### config.mk
export PLATFORM = sky130hd
export DESIGN_NAME = rca_config_programmer_flat
export DESIGN_NICKNAME = d
export VERILOG_FILES = /design/src/rtl/rca_cfg_pkg.sv /design/src/rtl/rca_config_programmer_if.sv /design/src/rtl/rca_cfg_next_slot.sv /design/src/rtl/rca_config_programmer.sv /design/src/flat_wrapper.sv
export SDC_FILE = /design/constraint.sdc
export NUM_CORES = 1
export LEC_CHECK = 0
export CAP_MARGIN = 5
export CORE_MARGIN = 10
export CORE_UTILIZATION = 45
export CTS_BUF_LIST = sky130_fd_sc_hd__clkbuf_4 sky130_fd_sc_hd__clkbuf_8 sky130_fd_sc_hd__clkbuf_16
export CTS_CLUSTER_SIZE = 24
export DETAILED_ROUTE_END_ITERATION = 8
export HOLD_SLACK_MARGIN = 0.12
export PLACE_DENSITY = 0.7
export SLEW_MARGIN = 20
export SYNTH_ARGS = -nofsm -noshare
export SYNTH_HDL_FRONTEND = slang
export SYNTH_SLANG_ARGS = --single-unit
### constraint.sdc
create_clock -name clk -period 3.5 [get_ports clk]
set_input_delay 0.35 -clock clk [delete_from_list [all_inputs] [get_ports clk]]
set_output_delay 0.35 -clock clk [all_outputs]
set_load 0.02 [all_outputs]
### src/rtl/rca_cfg_pkg.sv
// Shared types and constants for the RCA configuration programmer.
// Optional readback verification is enabled with the RCA_CFG_VERIFY_EN macro.
package rca_cfg_pkg;

    localparam int NUM_RCAS        = 4;
    localparam int NUM_READ_PORTS  = 5;
    localparam int NUM_WRITE_PORTS = 5;
    localparam int ADDR_W          = 5;

    localparam int RCA_W      = $clog2(NUM_RCAS);
    localparam int SRC_SEL_W  = $clog2(NUM_READ_PORTS);
    localparam int DEST_SEL_W = $clog2(NUM_WRITE_PORTS);
    localparam int SRC_PTR_W  = $clog2(NUM_READ_PORTS + 1);
    localparam int DEST_PTR_W = $clog2(NUM_WRITE_PORTS + 1);

    typedef logic [RCA_W-1:0]      rca_id_t;
    typedef logic [SRC_SEL_W-1:0]  src_sel_t;
    typedef logic [DEST_SEL_W-1:0] dest_sel_t;

    typedef struct packed {
        rca_id_t                              id;
        logic [NUM_READ_PORTS*ADDR_W-1:0]     src_addrs;
        logic [NUM_READ_PORTS-1:0]            src_mask;
        logic [NUM_WRITE_PORTS*ADDR_W-1:0]    dest_addrs;
        logic [NUM_WRITE_PORTS-1:0]           dest_mask;
    } rca_cfg_req_t;

`ifdef RCA_CFG_VERIFY_EN
    typedef enum logic [2:0] {
        ST_IDLE, ST_SRC, ST_DEST, ST_VRD, ST_VCMP, ST_DONE
    } prog_state_t;
`else
    typedef enum logic [2:0] {
        ST_IDLE, ST_SRC, ST_DEST, ST_DONE
    } prog_state_t;
`endif

    // Extract one 5-bit register address from a packed source slot vector
    function automatic logic [ADDR_W-1:0] src_slot(
        input logic [NUM_READ_PORTS*ADDR_W-1:0] addrs,
        input src_sel_t                         idx
    );
        return addrs[int'(idx)*ADDR_W +: ADDR_W];
    endfunction

    // Extract one 5-bit register address from a packed destination slot vector
    function automatic logic [ADDR_W-1:0] dest_slot(
        input logic [NUM_WRITE_PORTS*ADDR_W-1:0] addrs,
        input dest_sel_t                         idx
    );
        return addrs[int'(idx)*ADDR_W +: ADDR_W];
    endfunction

endpackage

### src/rtl/rca_config_programmer_if.sv
// Request handshake and config-register write bus of the RCA programmer.
// master = the programmer; slave = the requester plus the config register file.
// The readback signals exist only when RCA_CFG_VERIFY_EN is defined.
interface rca_config_programmer_if;
    import rca_cfg_pkg::*;

    logic                                 req_valid;
    logic                                 req_ready;
    rca_id_t                              req_rca_id;
    logic [NUM_READ_PORTS*ADDR_W-1:0]     req_src_addrs;
    logic [NUM_READ_PORTS-1:0]            req_src_mask;
    logic [NUM_WRITE_PORTS*ADDR_W-1:0]    req_dest_addrs;
    logic [NUM_WRITE_PORTS-1:0]           req_dest_mask;

    logic                                 cfg_we;
    rca_id_t                              cfg_rca_sel_w;
    src_sel_t                             cfg_src_port_sel;
    dest_sel_t                            cfg_dest_port_sel;
    logic                                 cfg_src_dest_port;
    logic [ADDR_W-1:0]                    cfg_reg_addr;
    logic                                 busy;
    logic                                 done;

`ifdef RCA_CFG_VERIFY_EN
    rca_id_t                              cfg_rca_sel_r;
    logic [NUM_READ_PORTS*ADDR_W-1:0]     cfg_src_reg_addrs;
    logic [NUM_WRITE_PORTS*ADDR_W-1:0]    cfg_dest_reg_addrs;
    logic                                 verify_err;
`endif

    modport master (
        input  req_valid, req_rca_id, req_src_addrs, req_src_mask,
               req_dest_addrs, req_dest_mask,
        output req_ready, cfg_we, cfg_rca_sel_w, cfg_src_port_sel,
               cfg_dest_port_sel, cfg_src_dest_port, cfg_reg_addr, busy, done
`ifdef RCA_CFG_VERIFY_EN
        ,
        output cfg_rca_sel_r, verify_err,
        input  cfg_src_reg_addrs, cfg_dest_reg_addrs
`endif
    );

    modport slave (
        output req_valid, req_rca_id, req_src_addrs, req_src_mask,
               req_dest_addrs, req_dest_mask,
        input  req_ready, cfg_we, cfg_rca_sel_w, cfg_src_port_sel,
               cfg_dest_port_sel, cfg_src_dest_port, cfg_reg_addr, busy, done
`ifdef RCA_CFG_VERIFY_EN
        ,
        input  cfg_rca_sel_r, verify_err,
        output cfg_src_reg_addrs, cfg_dest_reg_addrs
`endif
    );

endinterface

### src/rtl/rca_cfg_next_slot.sv
// Combinational finder: lowest set mask bit at or above a start index.
module rca_cfg_next_slot #(
    parameter int WIDTH = 5
) (
    input  logic [WIDTH-1:0]           mask,
    input  logic [$clog2(WIDTH+1)-1:0] start,
    output logic [$clog2(WIDTH)-1:0]   index,
    output logic                       found
);

    // Scan from the top down so the lowest qualifying bit is the last one written
    always_comb begin
        index = '0;
        found = 1'b0;
        for (int i = WIDTH - 1; i >= 0; i--) begin
            if (mask[i] && (i >= int'(start))) begin
                index = ($clog2(WIDTH))'(i);
                found = 1'b1;
            end
        end
    end

endmodule

### src/rtl/rca_config_programmer.sv
// RCA config programmer: accepts one port-mapping request and serialises it
// into one config-register write per cycle (source slots, then destination slots).
// Define RCA_CFG_VERIFY_EN to add a readback-and-compare pass before completion.
module rca_config_programmer
    import rca_cfg_pkg::*;
(
    input  logic                   clk,
    input  logic                   rst,
    rca_config_programmer_if.master bus
);

    prog_state_t               state;
    rca_cfg_req_t              req_q;
    rca_cfg_req_t              incoming;
    rca_cfg_req_t              view;
    logic [SRC_PTR_W-1:0]      src_ptr;
    logic [SRC_PTR_W-1:0]      src_start;
    logic [DEST_PTR_W-1:0]     dest_ptr;
    logic [DEST_PTR_W-1:0]     dest_start;
    src_sel_t                  src_idx;
    dest_sel_t                 dest_idx;
    logic                      src_found;
    logic                      dest_found;
    logic                      accept;
    logic                      walking;

    assign incoming.id         = bus.req_rca_id;
    assign incoming.src_addrs  = bus.req_src_addrs;
    assign incoming.src_mask   = bus.req_src_mask;
    assign incoming.dest_addrs = bus.req_dest_addrs;
    assign incoming.dest_mask  = bus.req_dest_mask;

    assign accept  = bus.req_valid && bus.req_ready;
    assign walking = accept || (state == ST_SRC) || (state == ST_DEST);

    // On the accept cycle look straight at the incoming request so the first write registers immediately
    always_comb begin
        view       = req_q;
        src_start  = '0;
        dest_start = '0;
        if (state == ST_IDLE) begin
            view = incoming;
        end else begin
            src_start  = src_ptr;
            dest_start = dest_ptr;
        end
    end

    rca_cfg_next_slot #(.WIDTH(NUM_READ_PORTS)) u_src_slot (
        .mask  (view.src_mask),
        .start (src_start),
        .index (src_idx),
        .found (src_found)
    );

    rca_cfg_next_slot #(.WIDTH(NUM_WRITE_PORTS)) u_dest_slot (
        .mask  (view.dest_mask),
        .start (dest_start),
        .index (dest_idx),
        .found (dest_found)
    );

`ifdef RCA_CFG_VERIFY_EN
    logic verify_mismatch;

    // Compare each enabled slot of the readback against the latched request
    always_comb begin
        verify_mismatch = 1'b0;
        for (int i = 0; i < NUM_READ_PORTS; i++) begin
            if (req_q.src_mask[i] &&
                (bus.cfg_src_reg_addrs[i*ADDR_W +: ADDR_W] != req_q.src_addrs[i*ADDR_W +: ADDR_W]))
                verify_mismatch = 1'b1;
        end
        for (int j = 0; j < NUM_WRITE_PORTS; j++) begin
            if (req_q.dest_mask[j] &&
                (bus.cfg_dest_reg_addrs[j*ADDR_W +: ADDR_W] != req_q.dest_addrs[j*ADDR_W +: ADDR_W]))
                verify_mismatch = 1'b1;
        end
    end
`endif

    // Sequencer: latch the request, issue one write per cycle, then pulse done
    always_ff @(posedge clk) begin
        if (rst) begin
            state                 <= ST_IDLE;
            req_q                 <= '0;
            src_ptr               <= '0;
            dest_ptr              <= '0;
            bus.req_ready         <= 1'b1;
            bus.busy              <= 1'b0;
            bus.done              <= 1'b0;
            bus.cfg_we            <= 1'b0;
            bus.cfg_rca_sel_w     <= '0;
            bus.cfg_src_port_sel  <= '0;
            bus.cfg_dest_port_sel <= '0;
            bus.cfg_src_dest_port <= 1'b0;
            bus.cfg_reg_addr      <= '0;
`ifdef RCA_CFG_VERIFY_EN
            bus.cfg_rca_sel_r     <= '0;
            bus.verify_err        <= 1'b0;
`endif
        end else begin
            bus.cfg_we <= 1'b0;
            bus.done   <= 1'b0;

            if (accept) begin
                req_q         <= incoming;
                bus.req_ready <= 1'b0;
                src_ptr       <= '0;
                dest_ptr      <= '0;
`ifdef RCA_CFG_VERIFY_EN
                bus.verify_err <= 1'b0;
`endif
            end

            if (walking) begin
                if ((state != ST_DEST) && src_found) begin
                    bus.cfg_we            <= 1'b1;
                    bus.cfg_src_dest_port <= 1'b0;
                    bus.cfg_src_port_sel  <= src_idx;
                    bus.cfg_reg_addr      <= src_slot(view.src_addrs, src_idx);
                    bus.cfg_rca_sel_w     <= view.id;
                    bus.busy              <= 1'b1;
                    src_ptr               <= SRC_PTR_W'(src_idx) + SRC_PTR_W'(1);
                    state                 <= ST_SRC;
                end else if (dest_found) begin
                    bus.cfg_we            <= 1'b1;
                    bus.cfg_src_dest_port <= 1'b1;
                    bus.cfg_dest_port_sel <= dest_idx;
                    bus.cfg_reg_addr      <= dest_slot(view.dest_addrs, dest_idx);
                    bus.cfg_rca_sel_w     <= view.id;
                    bus.busy              <= 1'b1;
                    dest_ptr              <= DEST_PTR_W'(dest_idx) + DEST_PTR_W'(1);
                    state                 <= ST_DEST;
                end else if (state == ST_IDLE) begin
                    bus.done <= 1'b1;
                    bus.busy <= 1'b0;
                    state    <= ST_DONE;
                end else begin
`ifdef RCA_CFG_VERIFY_EN
                    bus.cfg_rca_sel_r <= req_q.id;
                    state             <= ST_VRD;
`else
                    bus.done <= 1'b1;
                    bus.busy <= 1'b0;
                    state    <= ST_DONE;
`endif
                end
            end else begin
                case (state)
`ifdef RCA_CFG_VERIFY_EN
                    ST_VRD: begin
                        state <= ST_VCMP;
                    end
                    ST_VCMP: begin
                        bus.verify_err <= verify_mismatch;
                        bus.done       <= 1'b1;
                        bus.busy       <= 1'b0;
                        state          <= ST_DONE;
                    end
`endif
                    ST_DONE: begin
                        bus.req_ready <= 1'b1;
                        state         <= ST_IDLE;
                    end
                    default: begin
                    end
                endcase
            end
        end
    end

endmodule

### src/flat_wrapper.sv
// flat-port wrapper written by rule: the top's interface ports become plain ports
module rca_config_programmer_flat import rca_cfg_pkg::*;
  (clk, rst, bus_req_valid, bus_req_rca_id, bus_req_src_addrs, bus_req_src_mask, bus_req_dest_addrs, bus_req_dest_mask, bus_req_ready, bus_cfg_we, bus_cfg_rca_sel_w, bus_cfg_src_port_sel, bus_cfg_dest_port_sel, bus_cfg_src_dest_port, bus_cfg_reg_addr, bus_busy, bus_done);
  rca_config_programmer_if bus_i ();
  input  logic clk;
  input  logic rst;
  input wire logic [$bits(bus_i.req_valid)-1:0] bus_req_valid;
  input wire logic [$bits(bus_i.req_rca_id)-1:0] bus_req_rca_id;
  input wire logic [$bits(bus_i.req_src_addrs)-1:0] bus_req_src_addrs;
  input wire logic [$bits(bus_i.req_src_mask)-1:0] bus_req_src_mask;
  input wire logic [$bits(bus_i.req_dest_addrs)-1:0] bus_req_dest_addrs;
  input wire logic [$bits(bus_i.req_dest_mask)-1:0] bus_req_dest_mask;
  output wire logic [$bits(bus_i.req_ready)-1:0] bus_req_ready;
  output wire logic [$bits(bus_i.cfg_we)-1:0] bus_cfg_we;
  output wire logic [$bits(bus_i.cfg_rca_sel_w)-1:0] bus_cfg_rca_sel_w;
  output wire logic [$bits(bus_i.cfg_src_port_sel)-1:0] bus_cfg_src_port_sel;
  output wire logic [$bits(bus_i.cfg_dest_port_sel)-1:0] bus_cfg_dest_port_sel;
  output wire logic [$bits(bus_i.cfg_src_dest_port)-1:0] bus_cfg_src_dest_port;
  output wire logic [$bits(bus_i.cfg_reg_addr)-1:0] bus_cfg_reg_addr;
  output wire logic [$bits(bus_i.busy)-1:0] bus_busy;
  output wire logic [$bits(bus_i.done)-1:0] bus_done;
  assign bus_i.req_valid = bus_req_valid;
  assign bus_i.req_rca_id = bus_req_rca_id;
  assign bus_i.req_src_addrs = bus_req_src_addrs;
  assign bus_i.req_src_mask = bus_req_src_mask;
  assign bus_i.req_dest_addrs = bus_req_dest_addrs;
  assign bus_i.req_dest_mask = bus_req_dest_mask;
  assign bus_req_ready = bus_i.req_ready;
  assign bus_cfg_we = bus_i.cfg_we;
  assign bus_cfg_rca_sel_w = bus_i.cfg_rca_sel_w;
  assign bus_cfg_src_port_sel = bus_i.cfg_src_port_sel;
  assign bus_cfg_dest_port_sel = bus_i.cfg_dest_port_sel;
  assign bus_cfg_src_dest_port = bus_i.cfg_src_dest_port;
  assign bus_cfg_reg_addr = bus_i.cfg_reg_addr;
  assign bus_busy = bus_i.busy;
  assign bus_done = bus_i.done;
  rca_config_programmer u_core (.clk(clk), .rst(rst), .bus(bus_i));
endmodule
# ---- Word-level counts from Yosys, hierarchy flattened
# Cells that the tools add are included.
dict set report totals {
  reg_bits 89
  latch_bits 0
  ram_bits 0
  romBits 0
  in_bits 65
  out_inout_bits 18
  wordCells 107
  mem_count 0
}
dict set report op_classes {
  addsub 2
  n_mul 2
  div_mod_pow 0
  order_cmp 10
  eq_ne 4
  shifts 2
  muxes 46
  bitwise_logic 2
  reduce_logical 22
}
# operator count
set op_table {}
lappend op_table {{3-bit 2-to-1 mux} 22}
lappend op_table {{25-bit by 32-bit indexed part select with 5-bit output} 2}
lappend op_table {{62-bit 2-to-1 mux} 1}
lappend op_table {{1-bit 2-to-1 mux} 19}
lappend op_table {{1-bit by 3-bit >= comparator with 1-bit output (first input constant)} 4}
lappend op_table {{2-bit by 3-bit >= comparator with 1-bit output (first input constant)} 4}
lappend op_table {{1-bit logical AND} 12}
lappend op_table {{3-bit by 3-bit multiplier with 6-bit output (second input constant)} 2}
lappend op_table {{5-bit 2-to-1 mux} 2}
lappend op_table {{3-bit by 1-bit adder with 3-bit output (second input constant)} 2}
lappend op_table {{3-bit by 2-bit equality test with 1-bit output (second input constant)} 2}
lappend op_table {{3-bit >= comparator (first input constant)} 2}
lappend op_table {{2-bit 2-to-1 mux} 2}
lappend op_table {{2-bit AND reduction} 2}
lappend op_table {{2-bit nonzero test} 2}
lappend op_table {{3-bit by 1-bit equality test with 1-bit output (second input constant)} 1}
lappend op_table {{3-bit zero test} 1}
lappend op_table {{3-bit by 2-bit != test with 1-bit output (second input constant)} 1}
lappend op_table {{3-bit AND reduction} 1}
lappend op_table {{3-bit OR reduction} 1}
lappend op_table {{1-bit logical OR} 2}
lappend op_table {{1-bit inverter} 2}
lappend op_table {{2-bit OR reduction} 1}

# ---- Longest topological paths before layout
# Gate-level depths: netlist of the first run.
dict set report logic_depth {
  depth_word 13
  depth_mapped 12
  mapped_depth_nobuf 10
}

# ---- Modules after synthesis
# A second synthesis of the first run with hierarchy kept.
dict set report unflattened {
  hier_cells 600
  area_unflattened_um2 4461.8
}
# mod n_inst cells_each area_each_um2 seq_area_each_um2
set by_module_without_submodules {}
lappend by_module_without_submodules {rca_config_programmer 1 572 4289.1 1761.7}
lappend by_module_without_submodules {rca_cfg_next_slot 2 14 86.3 0.0}

# ---- Worst setup path before layout of the first run
# Ideal clock, no wire load.
dict set report synth_timing {
  path_kind {flip-flop to flip-flop}
  from {reg u_core.state[0]}
  to {reg u_core.dest_ptr[2]}
  setup_ns 0.058
  arrival_time_ns 2.417
  required_time_ns 3.442
  setup_slack_ns 1.025
  path_stages_with_launch 13
  n_path_buf 2
  synth_period_minus_slack_ns 2.475
  path_cell_list {dfxtp_1 or2_1 buf_6 a21o_1 a222oi_1 a221o_1 inv_2 buf_2 ha_1 nand3b_1 a21boi_0 a311oi_1 o21a_1}
}
dict set report synth_between {
  word_cells_on_any_way 49
  cone_classes {add/sub (1); order compare (10); eq/ne (3); mux (21); reduce/logical (14)}
}
# item line
set synth_lines {}
lappend synth_lines {{start, declared} rca_config_programmer.sv:12} ;# prog_state_t state;
lappend synth_lines {{start signal, assigned} rca_config_programmer.sv:85} ;# state <= ST_IDLE;
lappend synth_lines {{start signal, assigned} rca_config_programmer.sv:125} ;# state <= ST_SRC;
lappend synth_lines {{start signal, assigned} rca_config_programmer.sv:134} ;# state <= ST_DEST;
lappend synth_lines {{3-bit zero test (*)} rca_config_programmer.sv:41} ;# if (state == ST_IDLE) begin
lappend synth_lines {{3-bit 2-to-1 mux} rca_config_programmer.sv:41}
lappend synth_lines {{2-bit by 3-bit >= comparator with 1-bit output} rca_cfg_next_slot.sv:16} ;# if (mask[i] && (i >= int'(start))) begin
lappend synth_lines {{1-bit logical AND} rca_cfg_next_slot.sv:16}
lappend synth_lines {{3-bit 2-to-1 mux (3 in series)} rca_cfg_next_slot.sv:16}
lappend synth_lines {{3-bit 2-to-1 mux (*)} rca_cfg_next_slot.sv:16}
lappend synth_lines {{via u_core.dest_idx[0]} rca_config_programmer.sv:21} ;# dest_sel_t dest_idx;
lappend synth_lines {{3-bit by 1-bit adder with 3-bit output (*)} rca_config_programmer.sv:133} ;# dest_ptr <= DEST_PTR_W'(dest_idx) + DEST_PTR_W'(1);
lappend synth_lines {{3-bit 2-to-1 mux (*)} rca_config_programmer.sv:126} ;# end else if (dest_found) begin
lappend synth_lines {{3-bit 2-to-1 mux (*)} rca_config_programmer.sv:117} ;# if ((state != ST_DEST) && src_found) begin
lappend synth_lines {{3-bit 2-to-1 mux (*)} rca_config_programmer.sv:116} ;# if (walking) begin
lappend synth_lines {{end signal, assigned} rca_config_programmer.sv:133}
lappend synth_lines {{end, declared} rca_config_programmer.sv:18} ;# logic [DEST_PTR_W-1:0] dest_ptr;
# Mark *: on every way through the listed nets, which the timed path passes. The rest lies on a longest branch.
# A chain may end at the register's enable or synchronous reset.

# ---- Final worst setup path of the first run
dict set report layout_timing {
  from {reg u_core.state[1]}
  to {reg u_core.bus.cfg_reg_addr[4] in the netlist's numbering}
}
dict set report layout_between {
  elab_chain_len 13
  word_cells_on_any_way 58
  cone_classes {mul (2); order compare (10); eq/ne (3); shift (2); mux (25); reduce/logical (16)}
}
# item line
set layout_lines {}
lappend layout_lines {{3-bit zero test} rca_config_programmer.sv:41}
lappend layout_lines {{3-bit 2-to-1 mux} rca_config_programmer.sv:41}
lappend layout_lines {{3-bit >= comparator} rca_cfg_next_slot.sv:16}
lappend layout_lines {{1-bit logical AND} rca_cfg_next_slot.sv:16}
lappend layout_lines {{3-bit 2-to-1 mux (5 in series)} rca_cfg_next_slot.sv:16}
lappend layout_lines {{3-bit by 3-bit multiplier with 6-bit output} rca_cfg_pkg.sv:51} ;# return addrs[int'(idx)*ADDR_W +: ADDR_W];
lappend layout_lines {{25-bit by 32-bit indexed part select with 5-bit output} rca_cfg_pkg.sv:51}
lappend layout_lines {{5-bit 2-to-1 mux} rca_config_programmer.sv:126}
lappend layout_lines {{5-bit 2-to-1 mux} rca_config_programmer.sv:117}
lappend layout_lines {{end signal, assigned} rca_config_programmer.sv:121} ;# bus.cfg_reg_addr <= src_slot(view.src_addrs, src_idx);
lappend layout_lines {{end signal, assigned} rca_config_programmer.sv:130} ;# bus.cfg_reg_addr <= dest_slot(view.dest_addrs, dest_idx);
lappend layout_lines {{end, declared} rca_config_programmer_if.sv:35} ;# cfg_dest_port_sel, cfg_src_dest_port, cfg_reg_addr, busy, done
# Parallel ways exist; a longest one is shown, timed or not. The select of a mux whose other input is x is not followed.

==> reports/qor.csv, run 1 <==
metric,value,unit
run_status,finished clean,
grt_pass1_wl,21.36,mm
post-route-min-period,2.796,ns
area_growth,23.34,%
worstPathMaxFanout,30,
synth_area,4583,µm²
p_clk_share,25.7,%
power.density,496.9,nW/µm²
rsz0062_at_grt,no,
n_fill_cell,916,
max_cap_viol_count,0,
vias_per_cell,5.483,
end_kind,flip-flop,
yosysMostFrequentCell,nand2_1,
cpMaxStageDelayCell,o31ai_4,
die_y,120.9,µm
hold_viol,0,
switching_power,0.0009943,W
cts_root_buf,clkbuf_8,
multi_input_area,2604,µm²
swShare,35.40,%
grt_usage,17.48,%
worstPathArrival,3.03,ns
h-tree-depth,3,
crit_chain,or2_1 -> buf_4 -> o211a_2 -> or2_1 -> o31ai_4 -> a21oi_2 -> a32oi_1 -> o21ai_1,
cts_buffers,9,
post_cts_resized,0,
place.gp.congestion,0.8969,
ys_ff_latch,88,
hold_path_class,in -> reg,
hp-start,rst,
drc,0,
ff_latch_area,1762,µm²
p_leak,2.108,nW
tns,0,ns
maxSlewViolCount,0,
synth_cell_types,66,
wire_per_inst,16.22,µm
die_x,120.9,µm
overflow,0,
crit_type,reg -> reg,
cts.sink_count,88,
worst_pin_slew,0.8114,ns
drtIter0Drc,356,
wl,12.96,mm
via_count,4381,
synth_top_area_cell,dfxtp_1,
internal_power,0.001815,W
synth_edf_count,0,
numPortBuffers,82,
clock_path_buffers,2,
nNetsFinal,727,
p_seq_share,41.1,%
cts.clk_slew.worst_paths,0.09,ns
synth_nets,665,
initial_core_util,46.46,%
setup_viol_count_final,0,
startpoint,u_core.state[1],
synth_area_leaders,"dfxtp_1 (38%), nand2_1 (14%), a21oi_1 (9.2%), mux2i_1 (6.6%), nand3_1 (4.0%)",
async_flop_share,0,%
ys.flop_type,dfxtp_1,
max_freq,0.3577,GHz
cpPeakStageDelay,0.54,ns
fp.dieArea,14620,µm²
cts_setup_buffers,0,
avgSynthCellArea,7.651,µm²
cts_tree,built,
antenna_found_initial,0,
slew_headroom,45.91,%
grt_max_degree,76,
dp_hpwl,9.295,mm
synth_common_cells,"nand2_1 (177), dfxtp_1 (88), a21oi_1 (84), nand3_1 (37), mux2i_1 (30)",
dr.pass1.iters,5,
clkLatencyLatePin,0.35,ns
cp_num_buf_inv,1,
reg2reg_from,u_core.state[1],
crit_family,compound AO/OA/AOI/OAI gates,
cp_data_required_time,3.73,ns
n_antenna_cell,0,
final_util,57.31,%
grt_pass1_vias,4327,
drtAntennaViolNets,0,
p_comb_share,33.3,%
yosysWarnings,0,
ir_worst_vdd,0.2533,mV
core_area,9864,µm²
netlist_instances,599,
crit_top_cell,or2_1,
ys_seq_area_share,38.44,%
cts_hold_buf,0,
period_share,79.88,%
ioPinCount,83,
skew,0.009566,ns
placementRows,36,
drive_above_1_share,8.859,%
netlist.area_leader.share,38.44,%
start_kind,flip-flop,
worst register-to-register path: cells and delay by family (launching register included):
kind,cells,cell delay (ns)
flops,1,0.31
compound gates,5,1.32
simple gates,2,0.72
buf+inv,1,0.34
power groups by stage:
| stage | logic (W) | registers, W | clock network (W) |
|---|---|---|---|
| finish | 0.000934 | 0.00115 | 0.000721 |
| detailed placement | 0.000931 | 0.00118 | 0 |
| global route | 0.00102 | 0.00117 | 0.000784 |
| floorplan | 0.000595 | 0.00120 | 0 |
| CTS | 0.000934 | 0.00116 | 0.000732 |
| global placement | 0.000914 | 0.00118 | 0 |
flip-flops by register name, summed over array words and instances, names as in the netlist:
signal / count
u_core.bus.cfg_dest_port_sel: 3
u_core.bus.cfg_we: 1
u_core.req_q: 62
u_core.bus.cfg_rca_sel_w: 2
u_core.bus.cfg_src_dest_port: 1
u_core.bus.busy: 1
u_core.bus.cfg_src_port_sel: 3
u_core.state: 2
u_core.bus.done: 1
u_core.bus.cfg_reg_addr: 5
u_core.dest_ptr: 3
u_core.bus.req_ready: 1
u_core.src_ptr: 3
area by class of cell:
cell class,count,area share [%]
clock buffer,10,2.324
clock inverter,6,1.217
inverter,6,0.3984
multi-input combinational,463,46.06
sequential,88,31.16
tap,133,2.944
timing repair buffer,93,15.89
routing by layer:
metal / wire length [µm] / GRT usage, %
met1: 5771 / 21.80
met2: 6379 / 29.69
met3: 634 / 3.769
met4: 176 / 4.600
met5: 0 / 0
worst paths after layout:
kind                                end  slack (ns)  cells after the start
min                u_core.bus.req_ready        0.30                      3
max          u_core.bus.cfg_reg_addr[4]        0.70                      8
min reg2reg            u_core.req_q[55]        0.45                      2
max reg2reg  u_core.bus.cfg_reg_addr[4]        0.70                      8
placed cells by master (no fill, tap or decap), drive strengths merged, types with 5 or more instances in the layout:
cell type and instances:
nor2 17, nand3 37, nor3 5, a32oi 11, nand2 178, nand4 6
o21ai 21, clkdlybuf4s50 81, and2 7, dfxtp 88, buf 12, a21oi 85
a31oi 8, inv 7, a2111oi 5, clkbuf 10, mux2i 30
kinds of logic after synthesis:
logic type | after synthesis | synth area share [%]
compound gates | 156 | 22.39
buf+inv | 48 | 4.832
xor+xnor | 1 | 0.1911
fa+ha+maj | 1 | 0.2730
flops | 88 | 38.44
mux | 30 | 6.552
simple gates | 275 | 27.33
stage by stage:
step | total power (W) | hold WS [ns] | instance area (µm²) | cells | worst slack [ns]
6_report | 0.002809 | 0.2951 | 5653 | 799 | 0.7040
3_3_place_gp | 0.002089 | 0.4374 | 5453 | 783 | 0.7766
2_1_floorplan | 0.001797 | 0.4317 | 4583 | 599 | 1.025
4_1_cts | 0.002821 | 0.2804 | 5653 | 799 | 0.7274
3_5_place_dp | 0.002109 | 0.4437 | 5453 | 783 | 0.6990
5_1_grt | 0.002970 | 0.3135 | 5653 | 799 | 0.4998
Power figures use the tool's default switching activity.
==> run 2, diff against run 1 <==
==> constraint.sdc (replaced) <==
create_clock -name clk -period 2.7 [get_ports clk]
set_input_delay 0.27 -clock clk [delete_from_list [all_inputs] [get_ports clk]]
set_output_delay 0.27 -clock clk [all_outputs]
set_load 0.02 [all_outputs]
==> reports/qor.csv, run 2 (same netlist as run 1, synthesis figures left out) <==
metric,value,unit
run_status,finished clean,
drtAntennaViolNets,0,
cts.sink_count,88,
p_leak,2.180,nW
worstPathArrival,2.83,ns
rsz0062_at_grt,no,
ir_worst_vdd,0.2765,mV
overflow,0,
clkLatencyLatePin,0.37,ns
grt_pass1_wl,22.00,mm
cts_hold_buf,0,
die_x,120.9,µm
place_ws,0.1089,ns
post-route-min-period,2.504,ns
cts_root_buf,clkbuf_8,
final_common_cell,nand2_1,
skew,0.01629,ns
vias_per_cell,5.736,
drc,0,
final_cell_mix,"nand2_1 (176), dfxtp_1 (88), a21oi_1 (84)",
nNetsFinal,735,
clock_path_buffers,2,
drtIter0Drc,356,
hold_viol,0,
wl_met1,5.811,mm
worstPathMaxFanout,9,
highest_layer,met4,
largest_reg_flops,62,
slew_headroom,53.18,%
max_freq,0.3993,GHz
fp.dieArea,14620,µm²
area_growth,25.72,%
dr.pass1.iters,5,
antenna_found_initial,0,
cts_tree,built,
worst_pin_slew,0.7024,ns
via_count,4629,
place.gp.congestion,0.9136,
core_area,9864,µm²
grt_pass1_vias,4455,
cts_buffers,9,
whs_path_depth,2,
numPortBuffers,82,
grt_usage,18.36,%
die_y,120.9,µm
wire_per_inst,16.77,µm
regMostFlops,u_core.req_q,
setup_viol_count_final,0,
post_cts_resized,0,
placementRows,36,
tns,0,ns
maxSlewViolCount,0,
n_antenna_cell,0,
h-tree-depth,3,
largestRegisters,"u_core.req_q (62), u_core.bus.cfg_reg_addr (5)",
cts_setup_buffers,0,
hold_path_class,in -> reg,
start_kind,flip-flop,
period_share,92.75,%
grt_max_degree,65,
end_kind,flip-flop,
initial_core_util,46.46,%
ioPinCount,83,
setup_slack,0.1957,ns
drive_above_1_share,9.941,%
r2r_cells,10,
wl,13.53,mm
dr_wl_met2,6.688,mm
cp_data_required_time,3.02,ns
dr_wl_met3,671,µm
dp_hpwl,9.865,mm
max_cap_viol_count,0,
cts.clk_slew.worst_paths,0.10,ns
crit_type,reg -> reg,
power.density,675.9,nW/µm²
[run 2: cell types whose count changed in the layout (fill, tap and decap cells not counted), sizes merged]
cell and delta:
buf +8, bufinv +2, clkbuf +1, clkinv +1, clkinvlp -3, inv -1
[run 2: layout make-up]
class                   instances  area, µm²
clock buffers                  11      145.1
multi-input cells             463       2604
repair buffers                101      958.4
well taps                     133      166.4
clock inverters                 5      103.9
fillers                       889       4103
flip-flops and latches         88       1762
inverters                       6      22.52
[run 2: critical path: stages (launching register included)]
cell,delay [ns]
dfxtp_1,0.32
or2_1,0.38
a21o_1,0.22
a222oi_1,0.33
a221o_1,0.20
inv_2,0.04
ha_1,0.19
nand3b_1,0.15
a21boi_0,0.15
a311oi_1,0.32
o21a_1,0.15
[run 2: through the flow]
step                      total power [W]  hold WS [ns]  util (%)  cell area [µm²]  instances
after global placement           0.002751        0.4405     55.89             5513        791
after floorplan                  0.002329        0.4060         -             4583        599
after CTS                        0.003904        0.3110     58.41             5762        807
final                            0.003894        0.3227     58.41             5762        807
after global routing             0.004094        0.3299     58.41             5762        807
after detailed placement         0.002774        0.4458     55.89             5513        791
[run 2: per-layer routing]
metal / global-route usage (%) / vias up
met5: 0 / -
met1: 22.21 / 2213
li1: - / 2238
met3: 3.211 / 29
met4: 8.673 / 0
met2: 30.85 / 149
[run 2: final timing paths]
check / start / to / slack, ns
worst max-delay path: u_core.state[1] / u_core.dest_ptr[2] / 0.20
worst min-delay path: rst / u_core.req_q[28] / 0.32
worst max register to register: u_core.state[1] / u_core.dest_ptr[2] / 0.20
worst min register to register: u_core.req_q[43] / u_core.req_q[43] / 0.46
[run 2: where the power goes]
part | switching (W) | internal (W) | leakage [nW] | total (W)
logic | 0.000739 | 0.000516 | 1.33 | 0.00125
registers | 0.0000855 | 0.00142 | 0.722 | 0.00150
clock network | 0.000487 | 0.000651 | 0.127 | 0.00114
==> run 3, diff against run 2 <==
--- a/config.mk
+++ b/config.mk
@@ -5,7 +5,6 @@
 export SDC_FILE = /design/constraint.sdc
 export NUM_CORES = 1
 export LEC_CHECK = 0
-export CAP_MARGIN = 5
 export CORE_MARGIN = 10
 export CORE_UTILIZATION = 45
 export CTS_BUF_LIST = sky130_fd_sc_hd__clkbuf_4 sky130_fd_sc_hd__clkbuf_8 sky130_fd_sc_hd__clkbuf_16
==> results of run 3 <==
Same layout as run 2: the final DEF is identical, and so are final timing and power.
